===== src/rtl/restoring_div_seq_if.sv =====
// Handshake bundle for restoring_div_seq: operand request channel and result channel.
// The divider takes the slave modport; the producer/consumer side takes master.
interface restoring_div_seq_if #(
  parameter int WIDTH = 32
);
  logic             in_valid;
  logic             in_ready;
  logic [WIDTH-1:0] dividend;
  logic [WIDTH-1:0] divisor;
  logic             out_valid;
  logic             out_ready;
  logic [WIDTH-1:0] quotient;
  logic [WIDTH-1:0] remainder;
  logic             div_by_zero;

  modport slave (
    input  in_valid, dividend, divisor, out_ready,
    output in_ready, out_valid, quotient, remainder, div_by_zero
  );

  modport master (
    output in_valid, dividend, divisor, out_ready,
    input  in_ready, out_valid, quotient, remainder, div_by_zero
  );
endinterface


===== src/rtl/restoring_div_seq.sv =====
// Sequential unsigned restoring divider: one quotient bit per clock, MSB first,
// sharing a single WIDTH+1 bit add/sub for every trial subtraction.
module add_sub #(
  parameter int N         = 33,
  parameter int ARCH      = 0,
  parameter int GRP_WIDTH = 4
) (
  input  logic [N-1:0] a,
  input  logic [N-1:0] b,
  input  logic         sub,
  input  logic         ci,
  output logic [N-1:0] r,
  output logic         co
);
  logic [N-1:0] bx;
  logic         cin;

  // When subtracting, ci acts as borrow-in, so co=1 means "no borrow".
  assign bx  = b ^ {N{sub}};
  assign cin = sub ? ~ci : ci;

  if (ARCH == 0) begin : g_flat
    assign {co, r} = {1'b0, a} + {1'b0, bx} + {{N{1'b0}}, cin};
  end else begin : g_grouped
    localparam int NG = (N + GRP_WIDTH - 1) / GRP_WIDTH;
    logic [NG:0] c;
    assign c[0] = cin;
    for (genvar g = 0; g < NG; g++) begin : g_grp
      localparam int LO = g * GRP_WIDTH;
      localparam int HI = (LO + GRP_WIDTH > N) ? N - 1 : LO + GRP_WIDTH - 1;
      assign {c[g+1], r[HI:LO]} = {1'b0, a[HI:LO]} + {1'b0, bx[HI:LO]}
                                  + {{(HI-LO+1){1'b0}}, c[g]};
    end
    assign co = c[NG];
  end
endmodule

module restoring_div_seq #(
  parameter int WIDTH     = 32,
  parameter int ARCH      = 0,
  parameter int GRP_WIDTH = 4
) (
  input  logic                clk,
  input  logic                rst_n,
  restoring_div_seq_if.slave  bus
);
  localparam int CW = $clog2(WIDTH);

  localparam logic [1:0] S_IDLE = 2'd0;
  localparam logic [1:0] S_RUN  = 2'd1;
  localparam logic [1:0] S_DONE = 2'd2;

  logic [1:0]       state_q, state_d;
  logic [CW-1:0]    cnt_q, cnt_d;
  logic [WIDTH-1:0] divd_q, divd_d;   // dividend bits shift out, quotient bits shift in
  logic [WIDTH-1:0] dvsr_q, dvsr_d;
  logic [WIDTH-1:0] prem_q, prem_d;
  logic [WIDTH-1:0] quo_q, quo_d;
  logic [WIDTH-1:0] rem_q, rem_d;
  logic             dbz_q, dbz_d;

  logic [WIDTH:0]   trial_a, trial_b, trial_r;
  logic             trial_co;
  logic [WIDTH-1:0] prem_nxt;
  logic             unused_trial_msb;

  assign trial_a = {prem_q, divd_q[WIDTH-1]};
  assign trial_b = {1'b0, dvsr_q};

  add_sub #(
    .N         (WIDTH + 1),
    .ARCH      (ARCH),
    .GRP_WIDTH (GRP_WIDTH)
  ) u_add_sub (
    .a   (trial_a),
    .b   (trial_b),
    .sub (1'b1),
    .ci  (1'b0),
    .r   (trial_r),
    .co  (trial_co)
  );

  // Restore by keeping the shifted value; the top bit is always zero in either branch.
  assign prem_nxt         = trial_co ? trial_r[WIDTH-1:0] : trial_a[WIDTH-1:0];
  assign unused_trial_msb = trial_r[WIDTH];

  // NOTE: every always_comb target gets a default first, so no latch is inferred.
  always_comb begin
    state_d = state_q;
    cnt_d   = cnt_q;
    divd_d  = divd_q;
    dvsr_d  = dvsr_q;
    prem_d  = prem_q;
    quo_d   = quo_q;
    rem_d   = rem_q;
    dbz_d   = dbz_q;
    case (state_q)
      S_IDLE: begin
        if (bus.in_valid) begin
          divd_d = bus.dividend;
          dvsr_d = bus.divisor;
          prem_d = '0;
          cnt_d  = CW'(WIDTH - 1);
          if (bus.divisor == '0) begin
            state_d = S_DONE;
            quo_d   = '1;
            rem_d   = bus.dividend;
            dbz_d   = 1'b1;
          end else begin
            state_d = S_RUN;
          end
        end
      end
      S_RUN: begin
        prem_d = prem_nxt;
        divd_d = {divd_q[WIDTH-2:0], trial_co};
        cnt_d  = cnt_q - CW'(1);
        if (cnt_q == '0) begin
          state_d = S_DONE;
          cnt_d   = '0;
          quo_d   = {divd_q[WIDTH-2:0], trial_co};
          rem_d   = prem_nxt;
          dbz_d   = 1'b0;
        end
      end
      S_DONE: begin
        if (bus.out_ready) state_d = S_IDLE;
      end
      default: state_d = S_IDLE;
    endcase
  end

  // NOTE: sequential state uses non-blocking assignments only; combinational logic uses blocking.
  always_ff @(posedge clk or negedge rst_n) begin
    if (!rst_n) begin
      state_q <= S_IDLE;
      cnt_q   <= '0;
      divd_q  <= '0;
      dvsr_q  <= '0;
      prem_q  <= '0;
      quo_q   <= '0;
      rem_q   <= '0;
      dbz_q   <= 1'b0;
    end else begin
      state_q <= state_d;
      cnt_q   <= cnt_d;
      divd_q  <= divd_d;
      dvsr_q  <= dvsr_d;
      prem_q  <= prem_d;
      quo_q   <= quo_d;
      rem_q   <= rem_d;
      dbz_q   <= dbz_d;
    end
  end

  assign bus.in_ready    = (state_q == S_IDLE);
  assign bus.out_valid   = (state_q == S_DONE);
  assign bus.quotient    = quo_q;
  assign bus.remainder   = rem_q;
  assign bus.div_by_zero = dbz_q;
endmodule


===== src/flat_wrapper.sv =====
// flat-port wrapper written by rule: the top's interface ports become plain ports
module restoring_div_seq_flat 
#(
  parameter int WIDTH     = 32,
  parameter int ARCH      = 0,
  parameter int GRP_WIDTH = 4
)
  (clk, rst_n, bus_in_valid, bus_dividend, bus_divisor, bus_out_ready, bus_in_ready, bus_out_valid, bus_quotient, bus_remainder, bus_div_by_zero);
  restoring_div_seq_if #(.WIDTH(WIDTH)) bus_i ();
  input  logic clk;
  input  logic rst_n;
  input wire logic [$bits(bus_i.in_valid)-1:0] bus_in_valid;
  input wire logic [$bits(bus_i.dividend)-1:0] bus_dividend;
  input wire logic [$bits(bus_i.divisor)-1:0] bus_divisor;
  input wire logic [$bits(bus_i.out_ready)-1:0] bus_out_ready;
  output wire logic [$bits(bus_i.in_ready)-1:0] bus_in_ready;
  output wire logic [$bits(bus_i.out_valid)-1:0] bus_out_valid;
  output wire logic [$bits(bus_i.quotient)-1:0] bus_quotient;
  output wire logic [$bits(bus_i.remainder)-1:0] bus_remainder;
  output wire logic [$bits(bus_i.div_by_zero)-1:0] bus_div_by_zero;
  assign bus_i.in_valid = bus_in_valid;
  assign bus_i.dividend = bus_dividend;
  assign bus_i.divisor = bus_divisor;
  assign bus_i.out_ready = bus_out_ready;
  assign bus_in_ready = bus_i.in_ready;
  assign bus_out_valid = bus_i.out_valid;
  assign bus_quotient = bus_i.quotient;
  assign bus_remainder = bus_i.remainder;
  assign bus_div_by_zero = bus_i.div_by_zero;
  restoring_div_seq #(.WIDTH(WIDTH), .ARCH(ARCH), .GRP_WIDTH(GRP_WIDTH)) u_core (.clk(clk), .rst_n(rst_n), .bus(bus_i));
endmodule

===== config.mk =====
export PLATFORM = sky130hd
export DESIGN_NAME = restoring_div_seq_flat
export DESIGN_NICKNAME = d
export VERILOG_FILES = /design/src/rtl/restoring_div_seq_if.sv /design/src/rtl/restoring_div_seq.sv /design/src/flat_wrapper.sv
export SDC_FILE = /design/constraint.sdc
export NUM_CORES = 1
export LEC_CHECK = 0
export CAP_MARGIN = 20
export CORE_AREA = 2 2 174 176
export CTS_CLUSTER_SIZE = 25
export DETAILED_ROUTE_END_ITERATION = 10
export DIE_AREA = 0 0 176 178
export SLEW_MARGIN = 20
export SYNTH_ARGS = -nofsm -noshare
export SYNTH_HDL_FRONTEND = slang
export SYNTH_SLANG_ARGS = --single-unit

===== constraint.sdc =====
create_clock -name clk -period 5.65 [get_ports clk]
set_input_delay 0.565 -clock clk [delete_from_list [all_inputs] [get_ports clk]]
set_output_delay 0.565 -clock clk [all_outputs]
set_load 0.02 [all_outputs]

==> results of run 1 <==
==> cell families (layout without fill, tap and decap cells) <==
group                    after synthesis  in the layout  share of synthesized area, %
flip-flops                           168            168                          48.3
XOR/XNOR                              22             22                          2.22
adder cells (fa/ha/maj)               34             34                          4.98
AO/OA/AOI/OAI                        297            297                          20.8
buffers and inverters                104            223                          4.91
AND/OR/NAND/NOR                      383            383                          18.3
multiplexers                           4              4                         0.475
==> worst max-delay path by stage <==
stage	slack (ps)	endpoint	start
after CTS	1870	u_core.bus.remainder[5]	u_core.prem_q[14]
after global routing	1530	u_core.bus.remainder[5]	u_core.prem_q[13]
final	1800	u_core.bus.remainder[5]	u_core.prem_q[14]
after global placement	1890	u_core.bus.remainder[5]	u_core.prem_q[14]
after detailed placement	1870	u_core.bus.remainder[18]	bus_divisor[7]
after floorplan	2840	u_core.prem_q[12]	u_core.prem_q[0]
==> cell type report <==
class | instances | area (um^2) | share of cell area (%)
Clock inverter | 15 | 181 | 1.65
Multi-Input combinational cell | 740 | 4090 | 37.2
Inverter | 47 | 176 | 1.61
Sequential cell | 168 | 4200 | 38.3
Clock buffer | 17 | 425 | 3.87
Tap cell | 390 | 488 | 4.44
Timing Repair Buffer | 144 | 1420 | 12.9
==> cell usage in the layout, fill, tap and decap left out, types with 17 or more instances in the layout <==
cell / Yosys / final
nand2_1: 242 / 242
dfrtp_1: 168 / 168
clkdlybuf4s50_1: 0 / 133
o21ai_0: 87 / 87
a21oi_1: 85 / 85
nor2_1: 79 / 78
inv_1: 47 / 47
a31oi_1: 37 / 37
ha_1: 33 / 33
a22oi_1: 22 / 22
clkbuf_16: 0 / 17
==> cells in the mapped netlist (all sizes together), types with 10 or more instances <==
cell	count	area, um^2
nand2	242	908
dfrtp	168	4200
a22oi	22	165
a31oi	37	231
o21ai	90	450
xor2	10	87.6
inv	47	176
nand3	13	65.1
a21o	13	97.6
a21oi	85	425
xnor2	12	105
nor2	79	297
buf	16	96.3
ha	33	413
clkbuf	41	154
==> per-layer routing <==
layer | up-vias | part of all wire (%) | GRT usage [%]
met5 | - | 0.040 | 0
met4 | 2 | 1.2 | 3.99
met3 | 20 | 5.1 | 3.32
met2 | 181 | 44 | 24.2
met1 | 3559 | 49 | 23.4
li1 | 3707 | - | -
==> per-stage QoR <==
stage	instances	setup slack, ps	utilization (%)	instance area [um^2]
finish	1521	1800	37.3	11000
global route	1521	1530	37.3	11000
detailed placement	1489	1870	35.3	10400
floorplan	1012	2840	-	8700
global placement	1489	1890	35.3	10400
CTS	1521	1870	37.3	11000
==> flip-flops by register name, indices dropped and copies added (netlist names) <==
| signal | count |
|---|---|
| u_core.bus.quotient | 32 |
| u_core.state_q | 2 |
| u_core.bus.div_by_zero | 1 |
| u_core.dvsr_q | 32 |
| u_core.cnt_q | 5 |
| u_core.divd_q | 32 |
| u_core.prem_q | 32 |
| u_core.bus.remainder | 32 |
==> power groups by stage <==
stage	Sequential (uW)	Combinational [uW]	Clock (uW)
after floorplan	2390	2880	0
after global placement	2210	4390	0
after detailed placement	2220	4470	0
after CTS	2200	4480	1240
after global routing	2270	4990	1290
final	2190	4470	1220
==> summary.md, run 1 <==
| Metric | Value |
|---|---|
| CTS tree | built |
| Cts hold-fix bufs | 0 |
| Post-CTS Setup Repair Bufs | 0 |
| Vias per cell | a little under 5 |
| Rel. slew slack | about a third |
| Synth cell types | 56 |
| Max-slew violation count | 0 |
| Setup Total Neg Slack | 0 ps |
| Worst reg2reg setup slack | around 1800 ps |
| Placer Congestion | roughly 0.91 |
| ANT cells | 0 |
| CP Max Fanout | 26 |
| Via count | ~7500 |
| Unrepaired setup endpoints after global routing | false |
| Crit path time final | 3850 ps |
| GRT Total Usage | 16.0% |
| Worst-path clk slew | around 70 ps |
| CTS H-tree depth | 4 |
| Layout filler cell count | around 3000 |
| Die Y | 178 um |
| First-pass GRT wire length | just under 40 mm |
| Cell count after synthesis | about 1000 |
| Reg2reg start | u_core.prem_q[14] |
| Layout area overhead | 26.2% |
| Delay-heaviest family, CP | compound AO/OA/AOI/OAI gates |
| Power Internal | between 4000 and 5000 uW |
| Synth warn | 0 |
| Fin nets | 1220 |
| Period utilisation layout | between 60 and 70% |
| Slowest CP cell | o21a_1 |
| Synth Flop Type | dfrtp_1 |
| Initial antenna violation count | 1 |
| Combinational power share | approximately 57% |
| Leak Pwr | 0.00488 uW |
| I/O Buffers | 134 |
| Drt total wl | approximately 25 mm |
| Seq/Total Area, Yosys | about half |
| Arrival time worst endpoint | about 4200 ps |
| Buf+Inv Stages, Crit Path | 1 |
| Slew @ Worst Pin | 1010 ps |
| Mean Syn Cell Area | 8.60 um^2 |
| Clk_lat worst skew | ~430 ps |
| Number of synthesized register bits | 168 |
| Share of power burned in registers | between 20 and 30% |
| Reg2Reg Depth | 10 |
| Synthesized area | 8700 um^2 |
| CTS Root Buffer Type | clkbuf_16 |
| CP endpoint kind | flip-flop |
| Pwr Total | 7870 uW |
| Row cnt | 63 |
| Nature of the critical path startpoint | flip-flop |
| Number of synthesized flops with an enable pin | 0 |
| F_max | between 0.2 and 0.3 GHz |
| Peak VDD IR | between 0.0002 and 0.0003 V |
| Vias in the first global route | around 7000 |
| Syn_nets | roughly 1100 |
| Fraction of layout cells with a size suffix above 1 | under 10% |
| Worst Hold Slack | approximately 88 ps |
| Cell chain of the critical path | ha_1, nand4_1, nor4_1, o311a_1, o311ai_4, a211oi_2, o21a_1, buf_4, a32oi_1, a21oi_1 |
| Pre-Repair DR Iteration Count | 7 |
| Congestion Overflow GR | 0 |
| ANT nets after route | 0 |
| Number of max-cap violations | 0 |
| Core area | between 20000 and 30000 um^2 |
| First-iteration detailed-routing DRC count | 593 |
| Clk pwr share | roughly 15% |
| Sw power | between 3000 and 4000 uW |
| Fin. Hold Viols | 0 |
| Resize count post-CTS | 0 |
| Clock buffer depth | 2 |
| Asr flop ratio synth | between 90% and 100% |
| Die W | around 180 um |
| Sw Share | between 40% and 50% |
| Die outline area | 31300 um^2 |
| Clock Sinks | approximately 170 |
| I/O pin count | 135 |
| Hold Crit Class | in -> async |
| Initial Util | roughly 30% |
| Largest net degree at the start of global routing | 97 |
| WP depth | 10 |
| Crit path kind | reg -> reg |
| Req. time, crit path | roughly 6000 ps |
| Clk_skew | around 12 ps |
| Worst r2r dst | u_core.bus.remainder[5] |
| HPWL Detailed | 18.2 mm |
| DRC viols | 0 |
| Routed WL per cell | 16.4 um |
| Max incr delay on CP | around 830 ps |
| Power per Cell Area | between 700 and 800 nW/um^2 |
| Final setup viols | 0 |
| Outcome | complete, no violations |
| CTS Buf Count | 17 |
(Power assumes the default switching activity.)
==> run 2, diff against run 1 <==
==> constraint.sdc (replaced) <==
create_clock -name clk -period 3.5 [get_ports clk]
set_input_delay 0.35 -clock clk [delete_from_list [all_inputs] [get_ports clk]]
set_output_delay 0.35 -clock clk [all_outputs]
set_load 0.02 [all_outputs]
==> run 2 against run 1 <==
  * The run now ends with negative hold slack left
  * Sequential power grew 63%
  * Clock skew increased by 1.3 ps
  * Sequential share of layout area decreased by 0.38 points
  * First-iteration DRC count is 4.0% higher
  * Wire length up 3.7%
  * Critical path type unchanged
  * Critical endpoint is now u_core.prem_q[30]
==> summary.md, run 2 (synthesized netlist as in run 1, its figures left out) <==
| Metric | Value |
|---|---|
| Design Area, Final | 11100 um^2 (+0.99%) |
| Slew @ Worst Pin | 856 ps (-149 ps) |
| Setup Total Neg Slack | 0 ps (unchanged) |
| ANT nets after route | 0 (unchanged) |
| Most frequent cells in the layout | nand2_1 (242), dfrtp_1 (168), clkdlybuf4s50_1 (133), o21ai_0 (87), a21oi_1 (85) |
| Place WS | 288 ps (-1590 ps) |
| Fin nets | 1231 (+0.90%) |
| DRC viols | 0 (unchanged) |
| Final setup viols | 0 (unchanged) |
| Layout filler cell count | 2967 (-0.93%) |
| Placer Congestion | 0.824 (-9.1%) |
| Power per Cell Area | 1170 nW/um^2 (+63%) |
| Pre-Repair DR Iteration Count | 5 (-2) |
| Routed WL per cell | 16.9 um (+3.0%) |
| Vias in the first global route | 7391 (+4.3%) |
| Drt total wl | 25.9 mm (+3.7%) |
| First-pass GRT wire length | 41.3 mm (+5.1%) |
| CTS tree | built |
| Die Y | 178 um (unchanged) |
| I/O Buffers | 134 (unchanged) |
| Clk_lat worst skew | 430 ps (about the same) |
| Hold Crit Class | in -> async |
| Layout area overhead | 27.5% |
| CP endpoint kind | flip-flop |
| Clock buffer depth | 2 (unchanged) |
| First-iteration detailed-routing DRC count | 617 (+4.0%) |
| ANT cells | 0 (unchanged) |
| Resize count post-CTS | 0 (unchanged) |
| CP Max Fanout | 4 (-85%) |
| Clk_skew | 13.2 ps (+1.35 ps) |
| Most common cell after layout, fill and taps aside | nand2_1 |
| Worst setup margin | 251 ps (-1550 ps) |
| Post-CTS Setup Repair Bufs | 0 (unchanged) |
| Req. time, crit path | 3810 ps (-2190 ps) |
| Die W | 176 um (unchanged) |
| Failing checks | negative hold slack |
| Crit path kind | reg -> reg |
| Initial antenna violation count | 0 (-1) |
| Via count | 7719 (+3.3%) |
| CTS H-tree depth | 4 (unchanged) |
| CTS Buf Count | 17 (unchanged) |
| F_max | 0.308 GHz (+18%) |
| Crit path time final | 3250 ps (-597 ps) |
| Max-slew violation count | 0 (unchanged) |
| Nature of the critical path startpoint | flip-flop |
| Worst-path clk slew | 70 ps (about the same) |
| Die outline area | 31300 um^2 (unchanged) |
| CTS Root Buffer Type | clkbuf_16 |
| HPWL Detailed | 19.2 mm (+5.5%) |
| Vias per cell | 5.04 (+2.6%) |
| Peak VDD IR | 0.000434 V (+62%) |
| Number of max-cap violations | 0 (unchanged) |
| Initial Util | 29.6% (unchanged) |
| Fraction of layout cells with a size suffix above 1 | 5.95% (+1.0 points) |
| Congestion Overflow GR | 0 (unchanged) |
| Worst Hold Slack | -44.0 ps (-132 ps) |
| Layout Utilization | 37.7% (+0.37 points) |
| Core area | 29400 um^2 (unchanged) |
| Unrepaired setup endpoints after global routing | false |
| Arrival time worst endpoint | 3560 ps (-640 ps) |
| Outcome | complete, but fails checks |
| Clock Sinks | 168 (unchanged) |
| Row cnt | 63 (unchanged) |
| Placed cell area | 10500 um^2 (+0.92%) |
| Cts hold-fix bufs | 0 (unchanged) |
| Leak Pwr | 0.00494 uW (+1.2%) |
| Rel. slew slack | 42.9% (+10 points) |
| Largest net degree at the start of global routing | 87 (-10%) |
| Period utilisation layout | 92.8% (+25 points) |
| Fin. Hold Viols | 11 (+11) |
| I/O pin count | 135 (unchanged) |
| GRT Total Usage | 16.7% (+0.73 points) |
## run 2: cell types whose count changed in the layout (fill, tap and decap cells not counted), sizes merged
cell / delta
buf: +11
inv: -3
bufinv: +1
clkinv: +2
## run 2: final cells by class
| class | instances | area [um^2] | area share, % |
|---|---|---|---|
| clock buffers | 17 | 425 | 3.84 |
| clock inverters | 15 | 189 | 1.70 |
| inverters | 47 | 176 | 1.59 |
| multi-input cells | 740 | 4090 | 36.9 |
| flip-flops and latches | 168 | 4200 | 37.9 |
| well taps | 390 | 488 | 4.40 |
| repair buffers | 155 | 1510 | 13.6 |
## run 2: path summary, 6_finish.rpt
| path | start | endpoint | slack [ps] | cells after the start |
|---|---|---|---|---|
| worst max-delay path | u_core.divd_q[31] | u_core.prem_q[30] | 250 | 13 |
| worst min-delay path | rst_n | u_core.dvsr_q[28] | -40 | 1 |
| worst max register to register | u_core.divd_q[31] | u_core.prem_q[30] | 250 | 13 |
| worst min register to register | u_core.bus.quotient[26] | u_core.bus.quotient[26] | 460 | 2 |
| max in group asynchronous | rst_n | u_core.prem_q[13] | 2500 | 2 |
| min in group clk | u_core.bus.quotient[26] | u_core.bus.quotient[26] | 460 | 2 |
## run 2: through the flow
stage	power [uW]	std cells
finish	12900	1532
global route	14000	1532
CTS	12900	1532
detailed placement	10900	1500
global placement	10800	1500
floorplan	8510	1012
## run 2: report_power, final
group / switching [uW] / total (uW) / internal (uW)
combinational: 4460 / 7370 / 2920
sequential: 648 / 3570 / 2920
clock: 841 / 1980 / 1140
## run 2: metal layers
layer	up-vias	wire length [um]	track usage, %
met5	-	0	0
met4	0	379	4.37
met3	26	1570	3.77
met2	241	11400	25.2
met1	3721	12500	24.3
li1	3731	-	-
## run 2: critical path: stages (launching register included)
cell	delay (ps)
dfrtp_1	370
inv_1	50
ha_1	190
inv_1	70
fa_1	230
a211oi_1	90
o21ai_1	310
o21a_1	250
o2111ai_2	150
a2111oi_0	550
o22ai_1	240
o21ai_1	220
mux2i_1	130
a221o_1	280
